--- config.mk ---
export PLATFORM = sky130hd
export DESIGN_NAME = pipe_issue_arbiter
export DESIGN_NICKNAME = d
export VERILOG_FILES = /design/src/rtl/pipe_issue_arbiter.sv
export SDC_FILE = /design/constraint.sdc
export NUM_CORES = 1
export LEC_CHECK = 0
export CORE_AREA = 3 3 70 56
export DETAILED_ROUTE_END_ITERATION = 10
export DIE_AREA = 0 0 73 59
export DONT_BUFFER_PORTS = 1
export PLACE_DENSITY = 0.71
export SYNTH_ARGS = -nofsm -noshare
export SYNTH_HDL_FRONTEND = slang
export SYNTH_SLANG_ARGS = --single-unit
--- constraint.sdc ---
create_clock -name clk -period 1.6 [get_ports clk]
set_input_delay 0.32 -clock clk [delete_from_list [all_inputs] [get_ports clk]]
set_output_delay 0.32 -clock clk [all_outputs]
set_load 0.02 [all_outputs]
--- src/rtl/pipe_issue_arbiter.sv ---
// Round-robin issue arbiter for the shared ALU pipeline: two valid/ready requesters,
// registered issue slot with NOP injection, in-flight write tracking and drain sequencing.
module pipe_issue_arbiter #(
    parameter int INST_W       = 8,
    parameter int DRAIN_CYCLES = 3,
    parameter int CNT_W        = 16
) (
    input  logic              clk,
    input  logic              rst,
    input  logic              req0_valid,
    input  logic [INST_W-1:0] req0_inst,
    output logic              req0_ready,
    input  logic              req1_valid,
    input  logic [INST_W-1:0] req1_inst,
    output logic              req1_ready,
    input  logic              drain_req,
    output logic [INST_W-1:0] issue_inst,
    output logic              issue_src,
    output logic              issue_valid,
    output logic [3:0]        wr_pending,
    output logic              drained,
    output logic [CNT_W-1:0]  issued_cnt
);

    localparam int NSTAGE = 3;
    localparam int DC_W   = $clog2(DRAIN_CYCLES + 1);

    typedef enum logic [1:0] {ST_RUN, ST_DRAIN, ST_DRAINED} state_t;

    state_t                   state_reg, state_next;
    logic [DC_W-1:0]          drain_cnt_reg, drain_cnt_next;
    logic                     rr_ptr_reg;
    logic [INST_W-1:0]        issue_inst_reg;
    logic                     issue_valid_reg;
    logic                     issue_src_reg;
    logic [NSTAGE-1:0]        stage_wen_reg;
    logic [NSTAGE-1:0][1:0]   stage_rd_reg;
    logic [CNT_W-1:0]         issued_cnt_reg;

    logic                     accept_en;
    logic                     grant_valid;
    logic                     grant_id;
    logic                     accept;
    logic [INST_W-1:0]        acc_inst;
    logic                     acc_wen;
    logic [3:0][NSTAGE-1:0]   pend_hit;

    // Grant is resolved from the valids alone; accept_en gates it into ready.
    always_comb begin
        accept_en   = rst && (state_reg == ST_RUN) && !drain_req;
        grant_valid = req0_valid || req1_valid;
        grant_id    = 1'b0;
        if (req0_valid && req1_valid) begin
            grant_id = rr_ptr_reg;
        end else if (req1_valid) begin
            grant_id = 1'b1;
        end
        req0_ready = accept_en && grant_valid && !grant_id;
        req1_ready = accept_en && grant_valid && grant_id;
        accept     = accept_en && grant_valid;
        acc_inst   = grant_id ? req1_inst : req0_inst;
        acc_wen    = accept && (acc_inst[INST_W-1 -: 2] != 2'b00);
    end

    always_comb begin
        state_next     = state_reg;
        drain_cnt_next = drain_cnt_reg;
        case (state_reg)
            ST_RUN: begin
                if (drain_req) begin
                    state_next     = ST_DRAIN;
                    drain_cnt_next = DC_W'(DRAIN_CYCLES);
                end
            end
            ST_DRAIN: begin
                if (!drain_req) begin
                    state_next = ST_RUN;
                end else if (drain_cnt_reg <= DC_W'(1)) begin
                    state_next     = ST_DRAINED;
                    drain_cnt_next = '0;
                end else begin
                    drain_cnt_next = drain_cnt_reg - DC_W'(1);
                end
            end
            ST_DRAINED: begin
                if (!drain_req) begin
                    state_next = ST_RUN;
                end
            end
            default: state_next = ST_RUN;
        endcase
    end

    always_ff @(posedge clk) begin
        if (!rst) begin
            state_reg       <= ST_RUN;
            drain_cnt_reg   <= '0;
            rr_ptr_reg      <= 1'b0;
            issue_inst_reg  <= '0;
            issue_valid_reg <= 1'b0;
            issue_src_reg   <= 1'b0;
            stage_wen_reg   <= '0;
            stage_rd_reg    <= '0;
            issued_cnt_reg  <= '0;
        end else begin
            state_reg       <= state_next;
            drain_cnt_reg   <= drain_cnt_next;
            issue_inst_reg  <= accept ? acc_inst : '0;
            issue_valid_reg <= accept;
            issue_src_reg   <= accept && grant_id;
            // Stage 0 mirrors the issue register; the upper stages follow ID/EX and EX/WB.
            stage_wen_reg   <= {stage_wen_reg[NSTAGE-2:0], acc_wen};
            stage_rd_reg    <= {stage_rd_reg[NSTAGE-2:0], acc_inst[1:0]};
            if (accept) begin
                rr_ptr_reg <= ~grant_id;
            end
            if (acc_wen) begin
                issued_cnt_reg <= issued_cnt_reg + CNT_W'(1);
            end
        end
    end

    generate
        for (genvar gi = 0; gi < 4; gi++) begin : g_pend
            for (genvar si = 0; si < NSTAGE; si++) begin : g_stage
                assign pend_hit[gi][si] = stage_wen_reg[si] && (stage_rd_reg[si] == 2'(gi));
            end
            assign wr_pending[gi] = |pend_hit[gi];
        end
    endgenerate

    assign issue_inst  = issue_inst_reg;
    assign issue_valid = issue_valid_reg;
    assign issue_src   = issue_src_reg;
    assign drained     = (state_reg == ST_DRAINED);
    assign issued_cnt  = issued_cnt_reg;

endmodule

==> impl_metrics.env, run 1 <==
export IMPL_multi_input_area_sq_um=1180
export IMPL_antenna_found_initial=0
export IMPL_grt_pass1_wl_microns=7420
export IMPL_place_gp_congestion=0.792
export IMPL_drc=0
export IMPL_clock_insertion_delay_worst_skew_ps=300
export IMPL_worst_ep_required_time_ps=1280
export IMPL_routed_top_layer="met4"
export IMPL_grt_pass1_vias=1561
export IMPL_p_total_mw=1.94
export IMPL_die_area_sq_um=4310
export IMPL_status="complete, but fails checks"
export IMPL_ys_seq_elements=40
export IMPL_crit_path_end_kind="primary output"
export IMPL_antenna_cells=0
export IMPL_path_max_fanout=3
export IMPL_violations="negative setup slack"
export IMPL_synthArstFlopShare=0
export IMPL_track_usage=0.228
export IMPL_cts_sinks=40
export IMPL_ys_flop_type="dfxtp_1"
export IMPL_yosysMostFrequentCell="dfxtp_1"
export IMPL_largest_reg_flops=16
export IMPL_max_stage_delay_ps=340
export IMPL_whs_ps=145
export IMPL_maxCapViolations=0
export IMPL_cpMaxStageDelayCell="dfxtp_2"
export IMPL_fmax_mhz=574
export IMPL_drt_pass1_iterations=4
export IMPL_crit_chain="nor4b_4 > o21ai_4 > buf_6 > nor2_4 > buf_6"
export IMPL_io_pins=54
export IMPL_htreeDepth=2
export IMPL_die_h_microns=59
export IMPL_min_period_ps=1740
export IMPL_synth_seq_area_share=0.446
export IMPL_fin_nets=243
export IMPL_drt_iter0_drc=114
export IMPL_pre_cts_ws_ps=-82.9
export IMPL_drt_antenna_violating_nets=0
export IMPL_leakage_nw=0.883
export IMPL_drive_gt1_frac=0.306
export IMPL_syn_inst=195
export IMPL_seqCellArea_sq_um=805
export IMPL_die_w_microns=73
export IMPL_finalSetupTns_ps=-605
export IMPL_core_sq_um=3270
export IMPL_fillers=222
export IMPL_drv_slew=0
export IMPL_post_drt_wl_per_cell_microns=18.3
export IMPL_hold_class="in2reg"
export IMPL_yosysTopAreaCellShare=0.446
export IMPL_area_growth_pct=33.3
export IMPL_synth_nets=217
export IMPL_root_buffer="clkbuf_8"
export IMPL_synth_edf_count=0
export IMPL_peakVddDrop_mv=0.758
export IMPL_setup_viol=7
export IMPL_yosysTopAreaCell="dfxtp_1"
export IMPL_critPathLaunchType="register"
export IMPL_routed_wl_microns=4790
export IMPL_routed_wl_met2_microns=2440
export IMPL_io_buffer_count=0
export IMPL_crit_arrival_ps=1420
export IMPL_tightest_slew_ps=353
export IMPL_skew_ps=9.27
export IMPL_wl_met3_microns=338
export IMPL_num_vias=1551
export IMPL_rsz0062_at_grt="true"
export IMPL_syn_area_sq_um=1790
export IMPL_yosysUniqueCellTypes=37
export IMPL_cts_hold_buf=0
export IMPL_clkTransAtPathRegs_ps=80
export IMPL_post_dp_hpwl_microns=3090
export IMPL_worstSetupPathType="reg2out"
export IMPL_numCtsBuffers=5
export IMPL_yosys_warnings=0
export IMPL_synthTopCellsByArea="dfxtp_1, mux2i_1, nand2_1"
export IMPL_placementRows=18
export IMPL_max_slew_margin=0.764
export IMPL_setup_ws_ps=-142
export IMPL_grt_max_degree=32
export IMPL_hold_viol=0
export IMPL_clock_path_buffers=2
export IMPL_initial_core_util=0.549
export IMPL_syn_area_per_cell_sq_um=9.20
export IMPL_crit_top_cell="buf_6"
export IMPL_synth_common_cells="dfxtp_1, mux2i_1, nand2_1"
export IMPL_wl_met1_microns=1930
export IMPL_overflow=0
export IMPL_cellPowerDensity_nw_per_um2=810
export IMPL_period_share=1.09
export IMPL_cts_tree="yes"
export IMPL_via_per_inst=5.92
## where the power goes
part | total, mW | internal, mW | switching [mW]
registers | 1.06 | 1.03 | 0.0369
logic | 0.204 | 0.0894 | 0.114
clock network | 0.671 | 0.304 | 0.367
total | 1.94 | 1.42 | 0.518
## layout by cell type (no fill, tap or decap), drive strengths merged, types with 4 or more instances in the layout
cell     n
a21oi    5
nand3b   4
and2     7
nor4    10
mux2i   21
clkbuf   5
buf     29
inv      6
nand2   20
dfxtp   40
nor2    16
nor4b    4
nand2b  10
nand3    8
## area by class of cell
cell class	instances	area share
Clock inverter	3	0.00785
Tap cell	40	0.0209
Multi-Input combinational cell	139	0.492
Sequential cell	40	0.336
Clock buffer	5	0.0288
Inverter	6	0.00941
Timing Repair Buffer	29	0.105
## worst max-delay path, delay by kind of cell, from the launching register on
family | cells | cell delay (ps)
DFF | 1 | 340
AOI/OAI and AO/OA | 1 | 100
and+or+nand+nor | 2 | 410
buffers and inverters | 2 | 270
## cells by family after synthesis
kind of cell               Yosys count  share of synthesized area
DFF                                 40                      0.446
AOI/OAI and AO/OA                   18                     0.0718
and+or+nand+nor                     99                      0.319
adders and majority gates            1                    0.00697
buffers and inverters               16                     0.0391
muxes                               21                      0.117
## metal layers
metal | global-route usage | vias up
met1 | 0.262 | 761
li1 | - | 746
met5 | 0 | -
met3 | 0.0831 | 8
met2 | 0.385 | 36
met4 | 0.0921 | 0
## repair_timing
| item | in CTS | in global routing |
|---|---|---|
| setup endpoints to repair | 16 | 16 |
| endpoints found under the hold margin | 0 | 0 |
| resized for setup | 26 | 14 |
| pin swaps | 9 | 10 |
| buffers inserted | 3 | 1 |
## metrics by stage
step / utilization / instance area [sq um] / cells
after floorplan: - / 1800 / 195
after global placement: 0.619 / 2020 / 250
after detailed placement: 0.619 / 2020 / 250
after CTS: 0.704 / 2300 / 261
after global routing: 0.733 / 2390 / 262
final: 0.733 / 2390 / 262
## final timing paths
kind	end	from	depth (start not counted)	slack (ps)
max	req1_ready	state_reg[1]	5	-140
min	state_reg[1]	rst	1	150
max reg2reg	issued_cnt[8]	state_reg[1]	5	-120
min reg2reg	rr_ptr_reg	rr_ptr_reg	2	490
(Power assumes the default switching activity.)
==> run 2, diff against run 1 <==
--- a/config.mk
+++ b/config.mk
@@ -5,11 +5,12 @@
 export SDC_FILE = /design/constraint.sdc
 export NUM_CORES = 1
 export LEC_CHECK = 0
-export CORE_AREA = 3 3 70 56
+export CORE_AREA = 3 3 69 55
+export CTS_BUF_LIST = sky130_fd_sc_hd__clkbuf_8
 export DETAILED_ROUTE_END_ITERATION = 10
-export DIE_AREA = 0 0 73 59
+export DIE_AREA = 0 0 72 58
 export DONT_BUFFER_PORTS = 1
-export PLACE_DENSITY = 0.71
+export PLACE_DENSITY = 0.74
 export SYNTH_ARGS = -nofsm -noshare
 export SYNTH_HDL_FRONTEND = slang
 export SYNTH_SLANG_ARGS = --single-unit
==> run 2 against run 1 <==
- the run still ends with negative setup slack left
- non-clock buffer count shrank 2
- worst setup slack lost 22 ps
- via count grew 1.9%
- sequential cell count is the same
- global-route usage shrank 1.4 points
- die area shrank 3.0%
- combinational power shrank 8%
- sequential share of layout area grew 0.76 points
- total power grew 1.4%
- routed wire length shrank 5.7%
- critical path type is now reg2reg
- largest power group unchanged
==> impl_metrics.env, run 2 (synthesis results as in run 1) <==
export IMPL_status="complete, but fails checks"
export IMPL_violations="negative setup slack"
export IMPL_critPathLaunchType="register"
export IMPL_overflow=0
export IMPL_setup_viol=10
export IMPL_crit_path_end_kind="register"
export IMPL_initial_core_util=0.557
export IMPL_die_area_sq_um=4180
export IMPL_io_buffer_count=0
export IMPL_regToRegEndpoint="issued_cnt[0]"
export IMPL_crit_chain="nor4b_4 > o21ai_4 > buf_4 > or4_1 > a21oi_1"
export IMPL_rsz0062_at_grt="true"
export IMPL_via_per_inst=6.10
export IMPL_max_stage_delay_ps=540
export IMPL_tightest_slew_ps=530
export IMPL_largest_reg_flops=16
export IMPL_worstSetupPathType="reg2reg"
export IMPL_grt_pass1_vias=1548
export IMPL_placementRows=18
export IMPL_numCtsBuffers=5
export IMPL_core_sq_um=3220
export IMPL_grt_pass1_wl_microns=7070
export IMPL_worst_ep_required_time_ps=1820
export IMPL_die_h_microns=58
export IMPL_path_depth=5
export IMPL_antenna_cells=0
export IMPL_crit_arrival_ps=1980
export IMPL_post_dp_hpwl_microns=2960
export IMPL_post_drt_wl_per_cell_microns=17.4
export IMPL_routed_wl_microns=4520
export IMPL_io_pins=54
export IMPL_whs_ps=155
export IMPL_crit_buf_inv=1
export IMPL_layout_common_cells="dfxtp_1, buf_4, mux2i_1, nand2_1, nor2_1"
export IMPL_min_period_ps=1760
export IMPL_root_buffer="clkbuf_8"
export IMPL_track_usage=0.214
export IMPL_place_gp_congestion=0.783
export IMPL_num_vias=1581
export IMPL_crit_end="issued_cnt[0]"
export IMPL_grt_max_degree=32
export IMPL_cpMaxStageDelayCell="or4_1"
export IMPL_maxCapViolations=0
export IMPL_antenna_found_initial=0
export IMPL_skew_ps=6.35
export IMPL_drv_slew=0
export IMPL_fin_area_sq_um=2340
export IMPL_fmax_mhz=567
export IMPL_leakage_nw=0.864
export IMPL_cts_tree="yes"
export IMPL_area_growth_pct=30.4
export IMPL_setup_ws_ps=-164
export IMPL_hold_viol=0
export IMPL_path_max_fanout=10
export IMPL_peakVddDrop_mv=0.627
export IMPL_period_share=1.10
export IMPL_clock_path_buffers=2
export IMPL_finalNonFillerCells=259
export IMPL_drt_iter0_drc=62
export IMPL_drt_pass1_iterations=4
export IMPL_clock_insertion_delay_worst_skew_ps=280
export IMPL_r2r_cells=5
export IMPL_htreeDepth=2
export IMPL_crit_family="simple AND/OR/NAND/NOR gates"
export IMPL_drt_antenna_violating_nets=0
export IMPL_drive_gt1_frac=0.269
export IMPL_cts_sinks=40
export IMPL_drc=0
export IMPL_clkTransAtPathRegs_ps=70
export IMPL_fin_nets=241
export IMPL_place_area_sq_um=2000
export IMPL_r2r_start="state_reg[1]"
export IMPL_die_w_microns=72
export IMPL_final_common_cell="dfxtp_1"
export IMPL_place_inst=249
export IMPL_reg2reg_setup_slack_ps=-160
export IMPL_max_slew_margin=0.653
export IMPL_hold_class="in2reg"
export IMPL_fillers=226
export IMPL_cellPowerDensity_nw_per_um2=840
export IMPL_crit_path_start="state_reg[1]"
-- run 2: cell types whose count changed in the layout (fill, tap and decap cells not counted), moves of 2 or more --
cell / change
a21oi_1: +2
or4_1: +3
clkinv_2: -2
or4_4: -3
a21oi_2: -2
clkbuf_8: +2
-- run 2: metal layers --
layer | GRT usage | share of wire
met2 | 0.365 | 0.50
met3 | 0.0659 | 0.071
met5 | 0 | 0
met4 | 0.0992 | 0.030
met1 | 0.248 | 0.40
-- run 2: how the worst min path moves through the flow --
stage               cells past startpoint        from               to  slack [ps]
global placement                        2  rr_ptr_reg       rr_ptr_reg         440
detailed placement                      2  rr_ptr_reg       rr_ptr_reg         450
global route                            1         rst  stage_rd_reg[4]         160
finish                                  1         rst     state_reg[1]         160
floorplan                               2  rr_ptr_reg       rr_ptr_reg         430
CTS                                     1         rst  stage_rd_reg[4]         150
-- run 2: area by class of cell --
cell class	count	area, sq um	area share
well taps	40	50.0	0.0214
repair buffers	27	223	0.0952
inverters	6	22.5	0.00963
multi-input cells	139	1140	0.489
flip-flops and latches	40	805	0.344
clock buffers	7	96.3	0.0412
-- run 2: through the flow --
step	utilization	total power [mW]	setup TNS [ps]	setup WS [ps]
global placement	0.621	1.23	-42.2	-19.8
finish	0.726	1.97	-799	-164
global route	0.726	2.03	-1780	-197
floorplan	-	1.20	0	10.1
detailed placement	0.621	1.24	-509	-66.9
CTS	0.698	1.95	-490	-142
-- run 2: where the power goes --
group	switching, mW	internal [mW]	leakage, nW	total [mW]
clock network	0.329	0.384	0.0503	0.713
logic	0.107	0.0818	0.486	0.188
registers	0.0372	1.03	0.327	1.06
-- run 2: what timing repair did --
action	CTS	global route
pin swaps	7	0
buffers inserted	3	0
endpoints found under the setup margin	16	19
hold buffers	0	0
resized for setup	21	12
==> run 3, diff against run 2 <==
--- a/config.mk
+++ b/config.mk
@@ -5,12 +5,13 @@
 export SDC_FILE = /design/constraint.sdc
 export NUM_CORES = 1
 export LEC_CHECK = 0
-export CORE_AREA = 3 3 69 55
+export ABC_AREA = 1
+export CORE_AREA = 5 5 71 57
 export CTS_BUF_LIST = sky130_fd_sc_hd__clkbuf_8
 export DETAILED_ROUTE_END_ITERATION = 10
-export DIE_AREA = 0 0 72 58
+export DIE_AREA = 0 0 76 62
 export DONT_BUFFER_PORTS = 1
-export PLACE_DENSITY = 0.74
+export PLACE_DENSITY = 0.76
 export SYNTH_ARGS = -nofsm -noshare
 export SYNTH_HDL_FRONTEND = slang
 export SYNTH_SLANG_ARGS = --single-unit
==> run 3 against run 2 <==
- the run still ends with negative setup slack left
- hold slack got worse by 33 ps
- utilization decreased by 5.8 points
- worst setup slack improved by 120 ps
- first-iteration DRC count increased by 11%
- register-to-register slack improved by 280 ps
- non-clock buffer count decreased by 7
==> impl_metrics.env, run 3 <==
export IMPL_violations="negative setup slack"
export IMPL_syn_inst=241
export IMPL_hold_class="in2reg"
export IMPL_core_sq_um=3220
export IMPL_synth_edf_count=0
export IMPL_worstSetupPathType="reg2out"
export IMPL_drt_iter0_drc=69
export IMPL_numCtsBuffers=5
export IMPL_path_max_fanout=6
export IMPL_die_area_sq_um=4710
export IMPL_synth_compound_area_frac=0.115
export IMPL_skew_ps=7.77
export IMPL_finalSetupTns_ps=-39.6
export IMPL_fin_nets=286
export IMPL_post_dp_hpwl_microns=2950
export IMPL_track_usage=0.178
export IMPL_setup_viol=1
export IMPL_num_vias=1600
export IMPL_yosys_area_share_adder=0.00670
export IMPL_grt_max_degree=27
export IMPL_yosysTopAreaCellShare=0.429
export IMPL_seqCellArea_sq_um=808
export IMPL_critPathLaunchType="register"
export IMPL_ys_seq_elements=40
export IMPL_initial_core_util=0.580
export IMPL_drive_gt1_frac=0.234
export IMPL_cts_sinks=40
export IMPL_clock_path_buffers=2
export IMPL_synthArstFlopShare=0
export IMPL_yosysUniqueCellTypes=27
export IMPL_rsz0062_at_grt="true"
export IMPL_placementRows=18
export IMPL_crit_chain="nor2_4 > nand3_2 > nor2_4 > inv_2 > nor2_4"
export IMPL_synth_seq_area_share=0.429
export IMPL_peakVddDrop_mv=0.551
export IMPL_crit_family="simple AND/OR/NAND/NOR gates"
export IMPL_r2r_start="state_reg[1]"
export IMPL_clkTransAtPathRegs_ps=80
export IMPL_ys_flop_type="dfxtp_1"
export IMPL_antenna_found_initial=0
export IMPL_crit_path_end_kind="primary output"
export IMPL_min_period_ps=1640
export IMPL_overflow=0
export IMPL_drt_pass1_iterations=4
export IMPL_drt_antenna_violating_nets=0
export IMPL_grt_pass1_vias=1455
export IMPL_crit_path_start="state_reg[1]"
export IMPL_cellPowerDensity_nw_per_um2=901
export IMPL_clock_insertion_delay_worst_skew_ps=300
export IMPL_yosysMostFrequentCell="nand2_1"
export IMPL_htreeDepth=2
export IMPL_synth_common_cells="nand2_1, dfxtp_1, nor2_1"
export IMPL_syn_area_per_cell_sq_um=7.75
export IMPL_max_slew_margin=0.652
export IMPL_tightest_slew_ps=521
export IMPL_muxShareOfSynthArea=0.0107
export IMPL_yosys_warnings=0
export IMPL_worst_ep_required_time_ps=1280
export IMPL_cts_tree="yes"
export IMPL_place_gp_congestion=0.867
export IMPL_holdCritStartpoint="rst"
export IMPL_syn_area_sq_um=1870
export IMPL_crit_arrival_ps=1320
export IMPL_final_common_cell="nand2_1"
export IMPL_io_pins=54
export IMPL_cpMaxStageDelayCell="dfxtp_4"
export IMPL_synth_top_family_by_area="simple AND/OR/NAND/NOR gates"
export IMPL_post_drt_wl_per_cell_microns=13.6
export IMPL_drc=0
export IMPL_drv_slew=0
export IMPL_yosys_area_share_simple=0.335
export IMPL_multi_input_area_sq_um=931
export IMPL_synthXorXnorAreaFrac=0.0141
export IMPL_max_stage_delay_ps=360
export IMPL_fmax_mhz=610
export IMPL_die_h_microns=62
export IMPL_yosysTopAreaCell="dfxtp_1"
export IMPL_setup_ws_ps=-39.6
export IMPL_synthTopCellsByArea="dfxtp_1, nand2_1, nand3_1"
export IMPL_routed_wl_microns=4150
export IMPL_fillers=290
export IMPL_die_w_microns=76
export IMPL_via_per_inst=5.25
export IMPL_synth_nets=263
export IMPL_grt_pass1_wl_microns=6600
export IMPL_leakage_nw=0.923
export IMPL_largest_reg_flops=16
export IMPL_period_share=1.02
export IMPL_utilization=0.668
export IMPL_layout_common_cells="nand2_1, dfxtp_1, nor2_1, nand3_1, inv_1"
export IMPL_status="complete, but fails checks"
export IMPL_antenna_cells=0
export IMPL_crit_top_cell="nor2_4"
export IMPL_hold_viol=0
export IMPL_io_buffer_count=0
export IMPL_maxCapViolations=0
export IMPL_crit_buf_inv=1
export IMPL_root_buffer="clkbuf_8"
export IMPL_area_growth_pct=15.2
run 3: worst register-to-register path: cells and delay by family (launching register included):
kind                   cells  cell delay (ps)
AO/OA/AOI/OAI              1              100
buffers and inverters      1              150
flip-flops                 1              360
AND/OR/NAND/NOR            6              800
run 3: where the power goes:
| group | switching, mW | internal [mW] |
|---|---|---|
| clock network | 0.357 | 0.349 |
| logic | 0.110 | 0.0574 |
| registers | 0.0381 | 1.03 |
| total | 0.505 | 1.43 |
run 3: kinds of logic (layout without fill, tap and decap cells):
family,after synthesis,in the layout
muxes,2,2
and+or+nand+nor,132,133
adders and majority gates,1,1
buffers and inverters,35,58
DFF,40,40
AOI/OAI and AO/OA,28,28
xor gates and xnor gates,3,3
run 3: metal layers:
metal | share of wire | GRT usage
met1 | 0.48 | 0.231
met2 | 0.44 | 0.270
met3 | 0.068 | 0.0620
met4 | 0.012 | 0.0838
met5 | 0 | 0
run 3: repair_timing:
action / CTS / global route
hold buffers: 0 / 0
gates resized for setup: 4 / 7
setup endpoints to repair: 2 / 15
pin swaps: 2 / 4
setup buffers: 3 / 2
cloned: 0 / 1
endpoints found under the hold margin: 0 / 0
run 3: worst paths after layout:
path,depth (start not counted),slack [ps],to
hold reg to reg,2,480,stage_rd_reg[2]
setup / recovery,5,-40,req1_ready
hold / removal,2,120,stage_rd_reg[3]
setup reg to reg,8,120,issued_cnt[7]
run 3: cell type report:
type                       count  share of cell area
clock inverter                 2             0.00698
tap                           40              0.0233
timing repair buffer          20              0.0698
clock buffer                   6              0.0384
multi-input combinational    167               0.433
inverter                      30              0.0535
sequential                    40               0.376
run 3: stage by stage:
step	std cells	worst slack, ps	hold slack, ps	instance area (sq um)	power [mW]
final	305	-39.6	123	2150	1.94
after CTS	302	-103	110	2100	1.95
after global placement	291	164	418	1980	1.24
after detailed placement	291	69.7	426	1980	1.24
after floorplan	241	47.9	443	1870	1.23
after global routing	305	-98.9	107	2150	2.04
